`config.mk`:
```
export PLATFORM = sky130hd
export DESIGN_NAME = intra_sad_calc
export DESIGN_NICKNAME = d
export VERILOG_FILES = /design/src/rtl/intra_sad_calc.sv
export SDC_FILE = /design/constraint.sdc
export NUM_CORES = 2
export LEC_CHECK = 0
export CORE_AREA = 3 3 740 742
export CTS_CLUSTER_DIAMETER = 30
export DETAILED_ROUTE_END_ITERATION = 16
export DIE_AREA = 0 0 743 745
export DONT_BUFFER_PORTS = 1
export GPL_ROUTABILITY_DRIVEN = 1
export SLEW_MARGIN = 20
export SYNTH_ARGS = -nofsm -noshare
export SYNTH_HDL_FRONTEND = slang
export SYNTH_SLANG_ARGS = --single-unit
```
`constraint.sdc`:
```
create_clock -name clk -period 7.7 [get_ports clk]
set_input_delay 1.925 -clock clk [delete_from_list [all_inputs] [get_ports clk]]
set_output_delay 1.925 -clock clk [all_outputs]
set_load 0.1 [all_outputs]
```
`src/rtl/intra_sad_calc.sv`:
```
// Per-mode residue and SAD calculator for one intra macroblock, one row per cycle.
// Pulses enable for one cycle once every row has been folded into the SAD totals.
module intra_sad_calc #(
  parameter int unsigned MB_SIZE_L = 8,
  parameter int unsigned MB_SIZE_W = 8,
  parameter int unsigned NUM_MODES = (MB_SIZE_L == 4) ? 8 : 3
) (
  input  logic                                         clk,
  input  logic                                         reset,
  input  logic                                         start,
  input  logic [31:0]                                  mbnumber_in,
  input  logic                                         row_valid,
  output logic                                         row_ready,
  input  logic [8*MB_SIZE_W-1:0]                       orig_row,
  input  logic [NUM_MODES*MB_SIZE_W*8-1:0]             pred_rows,
  output logic [NUM_MODES*8-1:0]                       sads,
  output logic [NUM_MODES*MB_SIZE_L*MB_SIZE_W*8-1:0]   allresidues,
  output logic [31:0]                                  mbnumber,
  output logic                                         enable,
  output logic                                         busy
);

  localparam int unsigned RW = (MB_SIZE_L > 1) ? $clog2(MB_SIZE_L) : 1;
  localparam logic [RW-1:0] LAST_ROW = RW'(MB_SIZE_L - 1);

  typedef enum logic [1:0] {IDLE, ACCUM, DONE} state_e;

  state_e                                       state_q;
  logic [RW-1:0]                                row_cnt_q;
  logic [31:0]                                  id_q;
  logic [31:0]                                  mbnumber_q;
  logic [14:0]                                  acc_q [NUM_MODES];
  logic [14:0]                                  acc_d [NUM_MODES];
  logic [NUM_MODES*8-1:0]                       sads_q;
  logic [NUM_MODES*8-1:0]                       sads_d;
  logic [NUM_MODES*MB_SIZE_L*MB_SIZE_W*8-1:0]   res_q;
  logic signed [8:0]                            diff [NUM_MODES][MB_SIZE_W];
  logic [8:0]                                   mag  [NUM_MODES][MB_SIZE_W];
  logic [7:0]                                   res_d [NUM_MODES][MB_SIZE_W];
  logic                                         enable_q;
  logic                                         row_ready_q;
  logic                                         busy_q;
  logic                                         accept;

  assign accept = (state_q == ACCUM) && row_valid && row_ready_q;

  // SAD uses the full 9-bit magnitude; only the stored residue is clipped.
  always_comb begin
    sads_d = '0;
    for (int unsigned m = 0; m < NUM_MODES; m++) begin
      acc_d[m] = acc_q[m];
      for (int unsigned c = 0; c < MB_SIZE_W; c++) begin
        diff[m][c] = $signed({1'b0, orig_row[c*8 +: 8]})
                   - $signed({1'b0, pred_rows[(m*MB_SIZE_W + c)*8 +: 8]});
        mag[m][c]  = diff[m][c][8] ? 9'(-diff[m][c]) : 9'(diff[m][c]);
        if (diff[m][c] > 9'sd127)
          res_d[m][c] = 8'h7F;
        else if (diff[m][c] < -9'sd128)
          res_d[m][c] = 8'h80;
        else
          res_d[m][c] = diff[m][c][7:0];
        acc_d[m] = acc_d[m] + {6'd0, mag[m][c]};
      end
      sads_d[m*8 +: 8] = (acc_d[m] > 15'd255) ? 8'hFF : acc_d[m][7:0];
    end
  end

  always_ff @(posedge clk or negedge reset) begin
    if (!reset) begin
      state_q     <= IDLE;
      row_cnt_q   <= '0;
      id_q        <= '0;
      mbnumber_q  <= '0;
      sads_q      <= '0;
      res_q       <= '0;
      enable_q    <= 1'b0;
      row_ready_q <= 1'b0;
      busy_q      <= 1'b0;
      for (int unsigned m = 0; m < NUM_MODES; m++) acc_q[m] <= '0;
    end else begin
      enable_q <= 1'b0;
      case (state_q)
        IDLE: begin
          if (start) begin
            state_q     <= ACCUM;
            id_q        <= mbnumber_in;
            row_cnt_q   <= '0;
            row_ready_q <= 1'b1;
            busy_q      <= 1'b1;
            for (int unsigned m = 0; m < NUM_MODES; m++) acc_q[m] <= '0;
          end
        end
        ACCUM: begin
          if (accept) begin
            for (int unsigned m = 0; m < NUM_MODES; m++) begin
              acc_q[m] <= acc_d[m];
              for (int unsigned c = 0; c < MB_SIZE_W; c++)
                res_q[((m*MB_SIZE_L + 32'(row_cnt_q))*MB_SIZE_W + c)*8 +: 8] <= res_d[m][c];
            end
            row_cnt_q <= row_cnt_q + RW'(1);
            // Results are registered from the next-state totals so they line up with enable.
            if (row_cnt_q == LAST_ROW) begin
              state_q     <= DONE;
              row_ready_q <= 1'b0;
              enable_q    <= 1'b1;
              sads_q      <= sads_d;
              mbnumber_q  <= id_q;
            end
          end
        end
        DONE: begin
          state_q <= IDLE;
          busy_q  <= 1'b0;
        end
        default: state_q <= IDLE;
      endcase
    end
  end

  assign row_ready   = row_ready_q;
  assign sads        = sads_q;
  assign allresidues = res_q;
  assign mbnumber    = mbnumber_q;
  assign enable      = enable_q;
  assign busy        = busy_q;

endmodule

```
==> impl_results.md <==
* Result of the run: finished, violations left
* Failing checks: antenna violations, negative setup slack
* Register bit total from synthesis at 1,677
* Total nets after synthesis at 9,064
* DRC violation total after the first TritonRoute iteration at 8,468
* Biggest fanout along the worst timing path at 7
* MaxCap Viol Count at 0
* Total of endpoints with negative setup slack in the final report at 21
* Prevailing post-synth register cell: sky130_fd_sc_hd__dfrtp_1
* Worst-Skew Late Latency at 1.05 ns
* Signal arrival time at the worst endpoint at around 8.5 ns
* Leading cell type in the layout, fill and taps excluded: sky130_fd_sc_hd__dfrtp_1
* Final GP Congestion at 0.966
* Count of flip-flops with a built-in enable after synthesis at 0
* Area delta synth->final at 41.9%
* Number of nets in the layout at 10.3k
* Drt drc at 0
* Gate count after technology mapping at around 8.3k
* Shortest clock period the worst path allows after layout at approximately 7.7 ns
* Placed cell areas at 102,000 um^2
* Detailed-router iteration count before antenna repair at 7
* Critical path's most frequent cell: sky130_fd_sc_hd__fa_1
* Final WL at 623,000 um
* Per-instance average area after synthesis at between 10 and 15 um^2
* Buffer cell driving the clock tree root: sky130_fd_sc_hd__clkbuf_16
* Number of I/O pins at 1,887
* Post-layout worst setup margin at -0.0446 ns
* Die span in x at 743 um
* ANT nets after route at 1
* Type of the most critical hold path: reg2reg
* Final design instance area without fill at roughly 120,000 um^2
* Largest net degree at the start of global routing at 236
* Die Ht at around 750 um
* Number of cell rows at 270
* RSZ-0062 raised after global routing: yes
* Total overflow reported by the global router at 0
* Share of async-settable or async-resettable flops after synthesis at 100%
* Final clock skew at about 0.13 ns
* Number of levels in the clock H-tree at 5
* Total half-perimeter wirelength after legalization and detailed placement at a little over 500,000 um
* Average wire per cell in the routed design at 36.3 um
* Via-per-instance ratio at 4.48
* Initial standard-cell utilization of the core at between 10% and 20%
* IO Port Bufs at 0
* Total routing usage reported by global routing at 21.5%
* TritonCTS clock tree: yes
* Post-route fraction of the period consumed by the critical path at 101%
* Floorplan die area at 554,000 um^2
* Least-Margin Pin Slew at between 1 and 1.5 ns
* Cell type of the slowest stage on the worst timing path: sky130_fd_sc_hd__fa_1
* Maximum buffer depth of the clock tree at 4
* Clock transition at path regs at 0.05 ns
* Tightest slew margin relative to the limit at under 10%
* Total clock buffers created by CTS at 394
* Element type at the critical path end: flip-flop
* Post-synthesis instance area at between 80,000 and 90,000 um^2
* Critical Path Start Type: input pin
* Number of antenna violations at the first check in global routing at ~240
* Commonest cells after routing, fill and taps aside: sky130_fd_sc_hd__dfrtp_1, sky130_fd_sc_hd__nand2_1, sky130_fd_sc_hd__buf_4
* Core box area at 541,000 um^2
* Sinks on Clock Net at 1,677
* Vias in the first global route at 74.9k
* Yosys warning total at 0
* Peak per-stage delay on the critical path at a little under 0.5 ns
* Hold Violations, Final at 0
* Fraction of layout instances using a drive strength above 1 at 25.3%
* Vias after detailed routing at roughly 77k
* Crit Path Category: in2reg
* Wire length of the first global-routing pass at 780,000 um
* Portion of the post-synthesis area used by sequential elements at 50.6%
* Peak clock frequency supported by timing at 129 MHz
* Required arrival time at the worst endpoint at 8.47 ns
* Number of max-slew violations in the final report at 0
* Cell variety after synth at 107
[cell type report]
cell class	count	area [um^2]
antenna	177	443
clock buffer	487	10800
tap	7208	9020
sequential	1677	42000
clock inverter	247	3570
multi-input combinational	5664	39900
fill	58500	423000
timing repair buffer	1205	9950
inverter	511	1960
[metrics by stage]
stage               hold slack, ns  TNS (ns)  worst slack (ns)  cells  utilization [%]
floorplan                    0.435     -7.73            -0.563   8263                -
global placement             0.444    -34.70             -1.19  16200             18.7
detailed placement           0.458    -34.26             -1.16  16200             18.8
CTS                          0.442         0           0.00569  17000             21.4
global route                 0.477     -3.43            -0.206  17100             21.7
finish                       0.434    -0.412           -0.0446  17200             21.8
[worst max-delay path: cells and delay by family]
family,cells,cell delay [ns]
AO/OA/AOI/OAI,7,1.22
XOR/XNOR,2,0.31
adder cells (fa/ha/maj),8,2.99
buffers and inverters,5,0.50
AND/OR/NAND/NOR,5,1.57
[worst paths after layout]
kind | to | cells past startpoint | slack, ns | startpoint
worst max register to register | allresidues[513]$_DFFE_PN0P_ | 11 | 2.21 | row_cnt_q[1]$_DFFE_PN0P_
worst min register to register | mbnumber[4]$_DFFE_PN0P_ | 2 | 0.43 | id_q[4]$_DFFE_PN0P_
worst min-delay path | mbnumber[4]$_DFFE_PN0P_ | 2 | 0.43 | id_q[4]$_DFFE_PN0P_
min in group asynchronous | id_q[10]$_DFFE_PN0P_ | 0 | 0.66 | reset
max in group asynchronous | allresidues[844]$_DFFE_PN0P_ | 6 | 3.08 | reset
worst max-delay path | sads[16]$_DFFE_PN0P_ | 27 | -0.04 | orig_row[32]
[state kept, by name (all words and copies together) (netlist names)]
| register | count |
|---|---|
| row_cnt_q | 3 |
| mbnumber | 32 |
| row_ready | 1 |
| sads | 24 |
| enable | 1 |
| state_q | 2 |
| allresidues | 1536 |
| id_q | 32 |
| acc_q | 45 |
| busy | 1 |
[per-layer routing]
metal	part of all wire [%]	GRT usage, %
met1	36	23.2
met2	45	34.4
met3	12	9.76
met4	7.1	13.2
met5	0.070	0
[synthesized netlist by cell type, types with 81 or more instances]
library cell	count	area [um^2]
sky130_fd_sc_hd__dfrtp_1	1677	42000
sky130_fd_sc_hd__nand2_1	1518	5700
sky130_fd_sc_hd__o21ai_0	935	4680
sky130_fd_sc_hd__inv_1	509	1910
sky130_fd_sc_hd__nor2_1	405	1520
sky130_fd_sc_hd__clkbuf_1	374	1400
sky130_fd_sc_hd__a22o_1	343	3000
sky130_fd_sc_hd__ha_1	299	3740
sky130_fd_sc_hd__fa_1	210	4200
sky130_fd_sc_hd__a21oi_1	195	976
sky130_fd_sc_hd__xnor2_1	192	1680
sky130_fd_sc_hd__o31ai_1	182	1370
sky130_fd_sc_hd__nor3_1	101	505
sky130_fd_sc_hd__xor2_1	97	850
sky130_fd_sc_hd__a32o_1	81	811
[timing repair]
action	in CTS	in global routing
gates cloned	0	1
setup buffers	2	35
gates resized for setup	8	169
hold buffers	0	0
pin swaps	2	130
endpoints found under the setup margin	22	25
[kinds of logic (layout without fill, tap and decap cells)]
logic type | Yosys count | after routing | share of synthesized area, %
other | 0 | 177 | 0
adder cells (fa/ha/maj) | 533 | 533 | 9.87
flip-flops | 1677 | 1677 | 50.6
AO/OA/AOI/OAI | 2333 | 2334 | 18.8
multiplexers | 71 | 71 | 0.955
buffers and inverters | 923 | 2450 | 4.21
XOR/XNOR | 291 | 291 | 3.09
AND/OR/NAND/NOR | 2435 | 2435 | 12.5
Power is left out: the tool's default activity adds up to more than one toggle a clock period on the data nets, which glitch-free logic cannot reach.
